## src/rtl/spi_lcd_rx.sv

```systemverilog
// SPI receiver for an ST7789/ILI9341-style LCD command set: deserialises bytes,
// decodes CASET/PASET/RAMWR and the display-state commands into pixel writes.
module spi_lcd_rx #(
  parameter int H_RES = 240,
  parameter int V_RES = 320
) (
  input  logic        i_clk,
  input  logic        i_rst,
  input  logic        i_sck,
  input  logic        i_mosi,
  input  logic        i_cs,
  input  logic        i_dc,
  output logic        o_byte_valid,
  output logic [7:0]  o_byte,
  output logic        o_byte_dc,
  output logic        o_cmd_valid,
  output logic [7:0]  o_cmd,
  output logic        o_pix_valid,
  output logic [15:0] o_pix_data,
  output logic [8:0]  o_pix_x,
  output logic [8:0]  o_pix_y,
  output logic        o_disp_on,
  output logic        o_sleep_out
);

  localparam logic [8:0] XE_DEF = 9'(H_RES - 1);
  localparam logic [8:0] YE_DEF = 9'(V_RES - 1);

  typedef enum logic [2:0] {
    ST_IDLE,
    ST_CASET,
    ST_PASET,
    ST_RAMWR,
    ST_IGNORE
  } state_e;

  // ---------------------------------------------------------------- front end
  // sck keeps a third stage so the edge is detected on synchronized values.
  logic [2:0] sck_sync_q;
  logic [1:0] mosi_sync_q;
  logic [1:0] cs_sync_q;
  logic [1:0] dc_sync_q;

  logic sck_rise;
  logic mosi_s;
  logic cs_s;
  logic dc_s;

  always_ff @(posedge i_clk) begin
    if (i_rst) begin
      sck_sync_q  <= '0;
      mosi_sync_q <= '0;
      cs_sync_q   <= '0;
      dc_sync_q   <= '0;
    end else begin
      // NOTE: non-blocking assignments make every stage sample the old value of the previous stage.
      sck_sync_q  <= {sck_sync_q[1:0], i_sck};
      mosi_sync_q <= {mosi_sync_q[0], i_mosi};
      cs_sync_q   <= {cs_sync_q[0], i_cs};
      dc_sync_q   <= {dc_sync_q[0], i_dc};
    end
  end

  assign sck_rise = sck_sync_q[1] & ~sck_sync_q[2];
  assign mosi_s   = mosi_sync_q[1];
  assign cs_s     = cs_sync_q[1];
  assign dc_s     = dc_sync_q[1];

  // ------------------------------------------------------------ byte assembly
  logic [2:0] bit_cnt_q;
  logic [6:0] shift_q;
  logic [7:0] byte_d;
  logic       byte_valid_q;
  logic [7:0] byte_q;
  logic       byte_dc_q;
  logic       cmd_valid_q;
  logic [7:0] cmd_q;

  assign byte_d = {shift_q, mosi_s};

  always_ff @(posedge i_clk) begin
    if (i_rst) begin
      bit_cnt_q    <= '0;
      shift_q      <= '0;
      byte_valid_q <= 1'b0;
      byte_q       <= '0;
      byte_dc_q    <= 1'b0;
      cmd_valid_q  <= 1'b0;
      cmd_q        <= '0;
    end else begin
      byte_valid_q <= 1'b0;
      cmd_valid_q  <= 1'b0;
      if (cs_s) begin
        bit_cnt_q <= '0;
      end else if (sck_rise) begin
        shift_q   <= byte_d[6:0];
        bit_cnt_q <= bit_cnt_q + 3'd1;
        if (bit_cnt_q == 3'd7) begin
          byte_valid_q <= 1'b1;
          byte_q       <= byte_d;
          byte_dc_q    <= dc_s;
          if (!dc_s) begin
            cmd_valid_q <= 1'b1;
            cmd_q       <= byte_d;
          end
        end
      end
    end
  end

  // ------------------------------------------------------------------ decoder
  state_e      state_q;
  logic [1:0]  param_cnt_q;
  logic [8:0]  start_q;
  logic        end_hi_q;
  logic [8:0]  xs_q, xe_q, ys_q, ye_q;
  logic [8:0]  px_q, py_q;
  logic [8:0]  px_d, py_d;
  logic        hi_pend_q;
  logic [7:0]  pix_hi_q;
  logic        pix_valid_q;
  logic [15:0] pix_data_q;
  logic [8:0]  pix_x_q, pix_y_q;
  logic        disp_on_q;
  logic        sleep_out_q;

  logic [8:0]  param_end;
  logic        win_ok;

  assign param_end = {end_hi_q, byte_q};
  assign win_ok    = (start_q <= param_end);

  // Raster advance inside the current window, wrapping bottom-right to top-left.
  always_comb begin
    // NOTE: defaults first so every path assigns both outputs and no latch is inferred.
    px_d = px_q + 9'd1;
    py_d = py_q;
    if (px_q == xe_q) begin
      px_d = xs_q;
      py_d = (py_q == ye_q) ? ys_q : py_q + 9'd1;
    end
  end

  always_ff @(posedge i_clk) begin
    if (i_rst) begin
      state_q     <= ST_IDLE;
      param_cnt_q <= '0;
      start_q     <= '0;
      end_hi_q    <= 1'b0;
      xs_q        <= '0;
      xe_q        <= XE_DEF;
      ys_q        <= '0;
      ye_q        <= YE_DEF;
      px_q        <= '0;
      py_q        <= '0;
      hi_pend_q   <= 1'b0;
      pix_hi_q    <= '0;
      pix_valid_q <= 1'b0;
      pix_data_q  <= '0;
      pix_x_q     <= '0;
      pix_y_q     <= '0;
      disp_on_q   <= 1'b0;
      sleep_out_q <= 1'b0;
    end else begin
      pix_valid_q <= 1'b0;
      if (byte_valid_q && !byte_dc_q) begin
        // Any command aborts parameter collection and a pending high byte.
        hi_pend_q   <= 1'b0;
        param_cnt_q <= '0;
        case (byte_q)
          8'h2A: state_q <= ST_CASET;
          8'h2B: state_q <= ST_PASET;
          8'h2C: begin
            state_q <= ST_RAMWR;
            px_q    <= xs_q;
            py_q    <= ys_q;
          end
          8'h29: begin disp_on_q   <= 1'b1; state_q <= ST_IDLE; end
          8'h28: begin disp_on_q   <= 1'b0; state_q <= ST_IDLE; end
          8'h11: begin sleep_out_q <= 1'b1; state_q <= ST_IDLE; end
          8'h10: begin sleep_out_q <= 1'b0; state_q <= ST_IDLE; end
          8'h01: begin
            xs_q        <= '0;
            xe_q        <= XE_DEF;
            ys_q        <= '0;
            ye_q        <= YE_DEF;
            disp_on_q   <= 1'b0;
            sleep_out_q <= 1'b0;
            state_q     <= ST_IDLE;
          end
          default: state_q <= ST_IGNORE;
        endcase
      end else if (byte_valid_q) begin
        case (state_q)
          ST_CASET, ST_PASET: begin
            param_cnt_q <= param_cnt_q + 2'd1;
            case (param_cnt_q)
              2'd0: start_q[8]   <= byte_q[0];
              2'd1: start_q[7:0] <= byte_q;
              2'd2: end_hi_q     <= byte_q[0];
              default: begin
                if (win_ok && state_q == ST_CASET) begin
                  xs_q <= start_q;
                  xe_q <= param_end;
                end else if (win_ok) begin
                  ys_q <= start_q;
                  ye_q <= param_end;
                end
                state_q <= ST_IGNORE;
              end
            endcase
          end
          ST_RAMWR: begin
            if (!hi_pend_q) begin
              pix_hi_q  <= byte_q;
              hi_pend_q <= 1'b1;
            end else begin
              hi_pend_q   <= 1'b0;
              pix_valid_q <= 1'b1;
              pix_data_q  <= {pix_hi_q, byte_q};
              pix_x_q     <= px_q;
              pix_y_q     <= py_q;
              px_q        <= px_d;
              py_q        <= py_d;
            end
          end
          default: ;
        endcase
      end
    end
  end

  assign o_byte_valid = byte_valid_q;
  assign o_byte       = byte_q;
  assign o_byte_dc    = byte_dc_q;
  assign o_cmd_valid  = cmd_valid_q;
  assign o_cmd        = cmd_q;
  assign o_pix_valid  = pix_valid_q;
  assign o_pix_data   = pix_data_q;
  assign o_pix_x      = pix_x_q;
  assign o_pix_y      = pix_y_q;
  assign o_disp_on    = disp_on_q;
  assign o_sleep_out  = sleep_out_q;

endmodule

```

## config.mk

```make
export PLATFORM = sky130hd
export DESIGN_NAME = spi_lcd_rx
export DESIGN_NICKNAME = d
export VERILOG_FILES = /design/src/rtl/spi_lcd_rx.sv
export SDC_FILE = /design/constraint.sdc
export NUM_CORES = 1
export LEC_CHECK = 0
export ABC_AREA = 1
export CELL_PAD_IN_SITES_DETAIL_PLACEMENT = 1
export CELL_PAD_IN_SITES_GLOBAL_PLACEMENT = 1
export CORE_MARGIN = 5
export CORE_UTILIZATION = 47
export CTS_BUF_LIST = sky130_fd_sc_hd__clkbuf_4
export CTS_CLUSTER_DIAMETER = 100
export DETAILED_ROUTE_END_ITERATION = 10
export PLACE_DENSITY_LB_ADDON = 0.15
export SLEW_MARGIN = 20
export SYNTH_ARGS = -nofsm -noshare
export SYNTH_HDL_FRONTEND = slang
export SYNTH_SLANG_ARGS = --single-unit
```

## constraint.sdc

```tcl
create_clock -name i_clk -period 3.6 [get_ports i_clk]
set_input_delay 0.72 -clock i_clk [delete_from_list [all_inputs] [get_ports i_clk]]
set_output_delay 0.72 -clock i_clk [all_outputs]
set_load 0.1 [all_outputs]
```

==> run metrics, run 1 <==
YS warnings 0; crit-path cells clkdlybuf4s50_1; grt ovf 0; CP bufs+invs 1; Clock Skew 18.4 ps; Mapped Nets 945; type of destination of the critical path output port; final period utilization between 80 and 90%; starting density of the core a little under half; final hold vios 0; EDFF count, synth 0; Die Width 131 µm; Power Dens Cells around 360 mW/mm²; crit-path max cell delay between 1000 and 1500 ps; mux contribution to synthesized area 0%; CTS resizes 0; count of cell types in the netlist 42; DRT Wirelength just over 20 mm; xor and xnor area share after synthesis 2.93%; synthesized area per cell between 7 and 8 µm²; Total Die Area ~0.017 mm²; Top Ports 62; Clock Latency Late Sink between 500 and 600 ps; critical path class reg2out; Post-synth top cells nand2_1, dfxtp_1, nor2_1; CORE AREA 0.0144 mm²; worst-path maximum fanout 4; Hold Buf Count CTS 0; Synth Area in Compound Gates 14.5%; htree depth 4; drt drc 0; largest family of logic cells by synthesized area simple AND/OR/NAND/NOR gates; Synth area leaders dfxtp_1, nand2_1, nand3_1; clock root buffer clkbuf_4; top-area cell type share of the netlist area around 45%; vias in the first global route 6,506; Mapped Cells about 920; First-pass DRT Iterations 4; routed length per instance 17.4 µm; Final min period about 2900 ps; Num Clock Sinks about 150; antenna violations before repair 1; max_cap viols 0; I/O Buffers between 60 and 70; sequential-to-total area share from yosys stat about 45%; slew of the pin with the lowest slew margin around 1100 ps; CTS tree built; CTS max path bufs 2; Max-slew headroom slightly below 30%; critical path's top delay family buffers and inverters; drt first-iter violations 301; largest net degree at the start of global routing 58; WP data required roughly 2900 ps; Final setup viols 0; synthesized area between 0.006 and 0.007 mm²; placed cell area ~0.0075 mm²; most common cell in the synthesized netlist nand2_1; Worst VDD drop ~240 µV; Post-Synth Adder-Cell Area under 10%; HP Class reg2reg; Synth area leader dfxtp_1; Yosys reg bits 153; Final Cell Area 0.00776 mm²; RSZ-0062 raised after global routing no; status complete, no violations; Layout Nets a little under 1,000; layout cells sized above 1 ~8.4%; setup TNS 0 ps; detail-routed via count per cell 5.43; CP max-delay cell clkdlybuf4s50_1; Simple-Gate Fraction of Synth Area about a quarter; static leakage about 3.3 nW; clock-pin transition on the worst setup and hold timing paths 140 ps; Row Count 44; ys flop type dfxtp_1; Slew Limit Fails 0; Fmax ~0.35 GHz; startpoint types register; Final HPWL DP between 10 and 15 mm; DR vias 6,270; Crit path arrival time between 2000 and 2500 ps; antenna viol nets, final 0; Async SR Flop Fraction 0%; CTS buffer count 17; chip height approximately 130 µm; first-pass GRT wire length 32.6 mm; GPL Wtd Cong 0.891; Syn-to-layout area delta 13.0%; Total GRT Usage between 20% and 30%; postcts setup bufs 0
-- sequential cells by signal, indices dropped and copies added, names as in the netlist, 8 cells and up --
register / count
ye_q: 9
o_cmd: 8
o_byte: 8
px_q: 9
py_q: 9
xs_q: 9
ys_q: 9
xe_q: 9
o_pix_x: 9
o_pix_data: 16
o_pix_y: 9
pix_hi_q: 8
start_q: 9
-- final timing paths --
kind                 from           end  slack [ps]  cells past startpoint
max             o_byte[7]     o_byte[7]         710                      1
min          cs_sync_q[0]  cs_sync_q[1]         420                      2
max reg2reg     o_byte[4]       ys_q[6]         780                     15
min reg2reg  cs_sync_q[0]  cs_sync_q[1]         420                      2
-- kinds of logic (layout without fill, tap and decap cells) --
logic type	count (synthesis)	in the layout
buf+inv	134	182
simple gates	408	408
fa+ha+maj	17	17
flops	153	153
other cells	0	1
compound gates	187	187
xor+xnor	23	23
-- power by group --
group	switching, W	internal (W)	total (W)
Sequential	0.00000515	0.00170	0.00171
Clock	0.000676	0.000368	0.00104
Combinational	0.0000451	0.0000184	0.0000635
-- metal layers --
layer	up-vias	part of all wire, %	track usage, %
met1	3017	44	29.4
li1	3090	-	-
met5	-	0	0
met4	0	3.4	10.4
met3	47	3.4	4.92
met2	116	49	41.8
-- worst reg2reg max path, cell delays in order (launching register included) --
cell and delay [ps]:
dfxtp_1 410, clkinv_1 240, ha_1 390, nand2_1 100
inv_1 60, nand2_1 70, nand2_1 50, nand2_1 60
nand3_1 60, nand2_1 110, nand2_1 60, nand2_1 520
nand2_2 320, nand2_1 150, nand2_1 60, nor2_1 110
-- placed cells by master, fill, tap and decap left out, types with 4 or more instances in the layout --
cell type        synthesis  layout
xor2_1                   5       5
nand2_2                  5       5
nand3b_1                 5       5
ha_1                    17      17
nand2_1                154     154
nor2_1                 113     113
clkinv_4                 0       4
clkdlybuf4s50_1          0      57
a21oi_1                 87      87
inv_1                   66      66
nor2_2                   8       8
inv_2                   11      12
nand3_1                102     102
dfxtp_1                153     153
xnor2_1                 18      18
buf_4                    6      11
nand4_1                  6       6
clkbuf_4                 0      18
o21ai_0                 73      73
o21ai_1                 13      13
-- layout make-up --
cell class              instances  area, µm²
diodes                          1       2.50
inverters                      82        310
multi-input cells             635       3220
clock buffers                  18        135
clock inverters                14        141
flip-flops and latches        153       3060
well taps                     184        230
repair buffers                 68        653
fillers                      1822       6660
-- through the flow --
step | utilization (%) | hold WS (ps) | setup WS (ps) | total power [W] | instances
floorplan | - | 388 | 755 | 0.00178 | 922
global placement | 51.9 | 391 | 1070 | 0.00180 | 1122
detailed placement | 51.9 | 401 | 810 | 0.00181 | 1122
CTS | 53.8 | 419 | 684 | 0.00284 | 1154
global route | 53.8 | 441 | 476 | 0.00293 | 1155
finish | 53.8 | 417 | 710 | 0.00281 | 1155
Power figures use the tool's default switching activity.
==> run 2, diff against run 1 <==
--- a/config.mk
+++ b/config.mk
@@ -9,7 +9,7 @@
 export CELL_PAD_IN_SITES_DETAIL_PLACEMENT = 1
 export CELL_PAD_IN_SITES_GLOBAL_PLACEMENT = 1
 export CORE_MARGIN = 5
-export CORE_UTILIZATION = 47
+export CORE_UTILIZATION = 40
 export CTS_BUF_LIST = sky130_fd_sc_hd__clkbuf_4
 export CTS_CLUSTER_DIAMETER = 100
 export DETAILED_ROUTE_END_ITERATION = 10
==> constraint.sdc (replaced) <==
create_clock -name i_clk -period 2.6 [get_ports i_clk]
set_input_delay 0.52 -clock i_clk [delete_from_list [all_inputs] [get_ports i_clk]]
set_output_delay 0.52 -clock i_clk [all_outputs]
set_load 0.1 [all_outputs]
==> run metrics, run 2 (synthesis results as in run 1) <==
flop2flop setup slack 550 ps; worst-path maximum fanout 7; non-filler cells in the finished layout 1,211; drt drc 0; reg2reg end xe_q[1]; status complete, no violations; clock-pin transition on the worst setup and hold timing paths roughly 130 ps; CTS resizes 0; max_cap viols 0; DRT Wirelength between 15 and 20 mm; Top Ports slightly above 60; type of destination of the critical path register; detail-routed via count per cell ~5.0; clock root buffer clkbuf_4; final period utilization around 80%; R2R depth 14; I/O Buffers 61; hold path startpoint cs_sync_q[0]; Die Width 141 µm; chip height 141 µm; WP data required about 3000 ps; Hold Buf Count CTS 0; First-pass DRT Iterations 4; largest net degree at the start of global routing 72; HP Class reg2reg; setup TNS 0 ps; Syn-to-layout area delta 14.4%; Clock Skew 17.2 ps; Max-slew headroom between 60% and 70%; starting density of the core between 40% and 50%; DR vias 6,051; layout cells sized above 1 between 10% and 20%; Worst VDD drop 326 µV; Final setup viols 0; GPL Wtd Cong between 0.8 and 0.9; critical path class reg2reg; postcts setup bufs 0; Crit path arrival time approximately 2500 ps; max FFs per register 16; static leakage about 3.5 nW; Slew Limit Fails 0; most common cell after layout, fill and taps aside nand2_1; CTS tree built; Fmax 0.488 GHz; worst hold slack between 400 and 500 ps; launching point of the worst reg2reg path o_byte[4]; Row Count 48; overall power 0.00393 W; placed cell area 0.00758 mm²; routed length per instance between 15 and 20 µm; CORE AREA ~0.017 mm²; Total GRT Usage approximately a fifth; Final min period just over 2000 ps; # fillers 2,186; Hold Path Depth 2; CTS max path bufs 2; CTS buffer count 17; Power Dens Cells around 500 mW/mm²; Layout Nets ~1,000; final hold vios 0; Total Die Area around 0.020 mm²; RSZ-0062 raised after global routing no; first-pass GRT wire length between 30 and 40 mm; drt first-iter violations between 200 and 300; placed cell count around 1,200; commonest cells after routing, fill and taps aside nand2_1, dfxtp_1, nor2_1, nand3_1, a21oi_1; grt ovf 0; Clock Latency Late Sink around 550 ps; Num Clock Sinks 153; antenna violations before repair 1; vias in the first global route 6,082; startpoint types register; Final Cell Area 0.00785 mm²; antenna viol nets, final 0; slew of the pin with the lowest slew margin about 530 ps; Final HPWL DP ~14 mm; Hold EP cs_sync_q[1]; htree depth 4
-- run 2: changes by cell type in the layout (fill, tap and decap cells not counted), moves of 2 or more --
cell,delta
buf_12,+3
buf_4,+66
clkdlybuf4s50_1,-52
clkinv_4,-2
dfxtp_1,-7
dfxtp_2,+7
inv_8,-2
-- run 2: worst max-delay path, stage by stage (launching register included) --
cell and delay (ps):
dfxtp_2 380, clkinv_1 90, ha_1 320, nand2_1 100, inv_1 60, nand2_1 60
nand2_1 50, nand2_1 50, nand3_1 60, nand2_1 90, nand2_1 60, nand2_1 200
nand2_1 230, nand2_1 130, nand3_1 80
-- run 2: where the power goes --
group	internal, W	switching [W]	total, W
logic	0.0000298	0.0000613	0.0000911
clock network	0.000569	0.000906	0.00148
registers	0.00236	0.00000646	0.00236
total	0.00296	0.000974	0.00393
-- run 2: worst max-delay path by stage --
stage / from / endpoint / slack [ps] / cells past startpoint
2_1_floorplan: o_byte[4] / xs_q[6] / 190 / 15
3_3_place_gp: i_rst / param_cnt_q[1] / 600 / 5
3_5_place_dp: i_rst / param_cnt_q[1] / 560 / 5
4_1_cts: o_byte_dc / o_byte_dc / 530 / 1
5_1_grt: o_byte[3] / xe_q[1] / 270 / 14
6_report: o_byte[4] / xe_q[1] / 550 / 14
-- run 2: layout make-up --
cell class | instances | area, µm² | area share [%]
Inverter | 82 | 312 | 3.97
Multi-Input combinational cell | 635 | 3220 | 41.1
Timing Repair Buffer | 85 | 688 | 8.76
Antenna cell | 1 | 2.50 | 0.0319
Clock inverter | 13 | 144 | 1.83
Tap cell | 225 | 282 | 3.59
Clock buffer | 17 | 128 | 1.63
Sequential cell | 153 | 3070 | 39.1
-- run 2: per-stage QoR --
stage / worst slack [ps] / util (%)
CTS: 533 / 46.0
global placement: 604 / 44.4
detailed placement: 563 / 44.4
finish: 549 / 46.0
floorplan: 190 / -
global route: 270 / 46.0
-- run 2: per-layer routing --
metal	track usage [%]	vias up	routed length [µm]
li1	-	3113	-
met1	26.1	2850	9210
met2	34.6	72	9500
met3	4.27	16	673
met4	5.56	0	261
met5	0	-	0
==> run 3, diff against run 2 <==
==> constraint.sdc (replaced) <==
create_clock -name i_clk -period 1.81 [get_ports i_clk]
set_input_delay 0.362 -clock i_clk [delete_from_list [all_inputs] [get_ports i_clk]]
set_output_delay 0.362 -clock i_clk [all_outputs]
set_load 0.1 [all_outputs]
==> run metrics, run 3 (synthesis results as in run 1) <==
CP max-delay cell dfxtp_4; CTS buffer count 17; type of destination of the critical path register; starting density of the core between 40% and 50%; drt first-iter violations between 300 and 400; grt ovf 0; Layout Nets between 1,000 and 1,500; Slew Limit Fails 0; pre-CTS setup slack -141 ps; flop2flop setup slack -40 ps; Max-slew headroom 70.0%; DRT Wirelength 23.0 mm; final period utilization 102%; Final HPWL DP about 16 mm; Worst Slack Setup Final -41.9 ps; worst setup path start o_byte[6]; commonest cells after routing, fill and taps aside nand2_1, dfxtp_1, nor2_1, nand3_1, a21oi_1; RSZ-0062 raised after global routing yes; antenna viol nets, final 0; status finished with violations; clock root buffer clkbuf_4; critical path class reg2reg; Clock Latency Late Sink about 590 ps; placed cell count 1,225; I/O Buffers around 60; detail-routed via count per cell around 5.2; Register Area ~0.0031 mm²; layout cells sized above 1 roughly 29%; first-pass GRT wire length between 30 and 40 mm; CTS tree built; Multi-input gate area ~0.0036 mm²; GPL Wtd Cong 0.810; CTS max path bufs 2; CORE AREA between 0.015 and 0.02 mm²; htree depth 4; Fmax ~0.54 GHz; crit-path max cell delay roughly 380 ps; static leakage a little over 4 nW; Row Count 48; Num Clock Sinks 153; drt drc 0; Top Ports slightly above 60; antenna violations before repair 1; startpoint types register; clock-pin transition on the worst setup and hold timing paths about 150 ps; # fillers around 2,000; HP Class in2reg; worst setup path end xs_q[0]; post-layout util a little under three fifths; WP data required around 2300 ps; violated checks setup timing; routed length per instance between 15 and 20 µm; Total Die Area 0.0199 mm²; Syn-to-layout area delta 40.4%; largest net degree at the start of global routing 48; Total GRT Usage between 20% and 30%; setup TNS -64.2 ps; DR vias around 6,600; Worst VDD drop 349 µV; most common cell after layout, fill and taps aside nand2_1; Final min period 1850 ps; First-pass DRT Iterations 4; max FFs per register 16; non-filler cells in the finished layout between 1,000 and 1,500; Final setup viols 7; launching point of the worst reg2reg path o_byte[6]; slew of the pin with the lowest slew margin 450 ps; chip height 141 µm; R2R depth 12; Power Dens Cells a little under 600 mW/mm²; Die Width 141 µm; final hold vios 0; Clock Skew between 20 and 25 ps; vias in the first global route roughly 6,700; worst hold slack 269 ps; Crit path arrival time approximately 2400 ps; worst-path maximum fanout 6; crit-path cells inv_4 > ha_4 > nand2_1 > a21oi_1 > nor2_1 > nand3_2 > nand2_4 > nand2_4 > nand2_2 > buf_4 > a21oi_2 > nor2_1; max_cap viols 0; reg2reg end xs_q[0]
-- run 3: cell count changes in the layout (fill, tap and decap cells not counted), moves of 9 or more --
cell	delta
nand3_1	-23
nand2_1	-13
a21oi_2	+12
dfxtp_1	-9
nand3_2	+23
buf_4	-11
buf_12	+60
dfxtp_4	+9
a21oi_1	-13
buf_6	+11
-- run 3: final cells by class --
class	instances	share of cell area, %
clock buffer	17	1.32
antenna	1	0.0260
timing repair buffer	149	20.9
inverter	82	3.49
clock inverter	14	1.43
sequential	153	32.2
tap	225	2.92
multi-input combinational	636	37.7
-- run 3: per-stage QoR --
| step | area (µm²) | power, W |
|---|---|---|
| 2_1_floorplan | 7090 | 0.00354 |
| 4_1_cts | 9230 | 0.00566 |
| 6_report | 9640 | 0.00561 |
| 3_3_place_gp | 8840 | 0.00359 |
| 5_1_grt | 9640 | 0.00583 |
| 3_5_place_dp | 8840 | 0.00359 |
-- run 3: worst min path at each step --
stage,end,start,cells after the start
after global placement,dc_sync_q[1],dc_sync_q[0],2
after CTS,mosi_sync_q[0],i_mosi,3
after global routing,cs_sync_q[0],i_cs,3
after floorplan,cs_sync_q[1],cs_sync_q[0],2
after detailed placement,dc_sync_q[1],dc_sync_q[0],2
final,mosi_sync_q[0],i_mosi,3
-- run 3: report_power, final --
group,total (W),internal (W),switching (W),leakage [nW]
clock,0.00209,0.000709,0.00139,0.146
combinational,0.000135,0.0000457,0.0000896,2.72
sequential,0.00338,0.00337,0.0000106,1.25
-- run 3: worst max-delay path: cells and delay by family, from the launching register on --
kind | cells | cell delay (ps)
fa+ha+maj | 1 | 260
compound gates | 2 | 320
flops | 1 | 380
simple gates | 7 | 630
buf+inv | 2 | 200
-- run 3: per-layer routing --
| layer | share of wire (%) | wire (µm) | track usage, % | vias up |
|---|---|---|---|---|
| met4 | 2.1 | 486 | 7.29 | 0 |
| met2 | 53 | 12100 | 38.9 | 98 |
| met3 | 3.2 | 730 | 3.93 | 30 |
| met5 | 0 | 0 | 0 | - |
| li1 | - | - | - | 3259 |
| met1 | 42 | 9700 | 27.3 | 3227 |
-- run 3: what timing repair did --
item                       4_1_cts  5_1_grt
pin swaps                        7       26
hold buffers                     0        0
buffers inserted                 2       17
cloned                           2        1
setup endpoints to repair       43       56
resized for setup               20       59
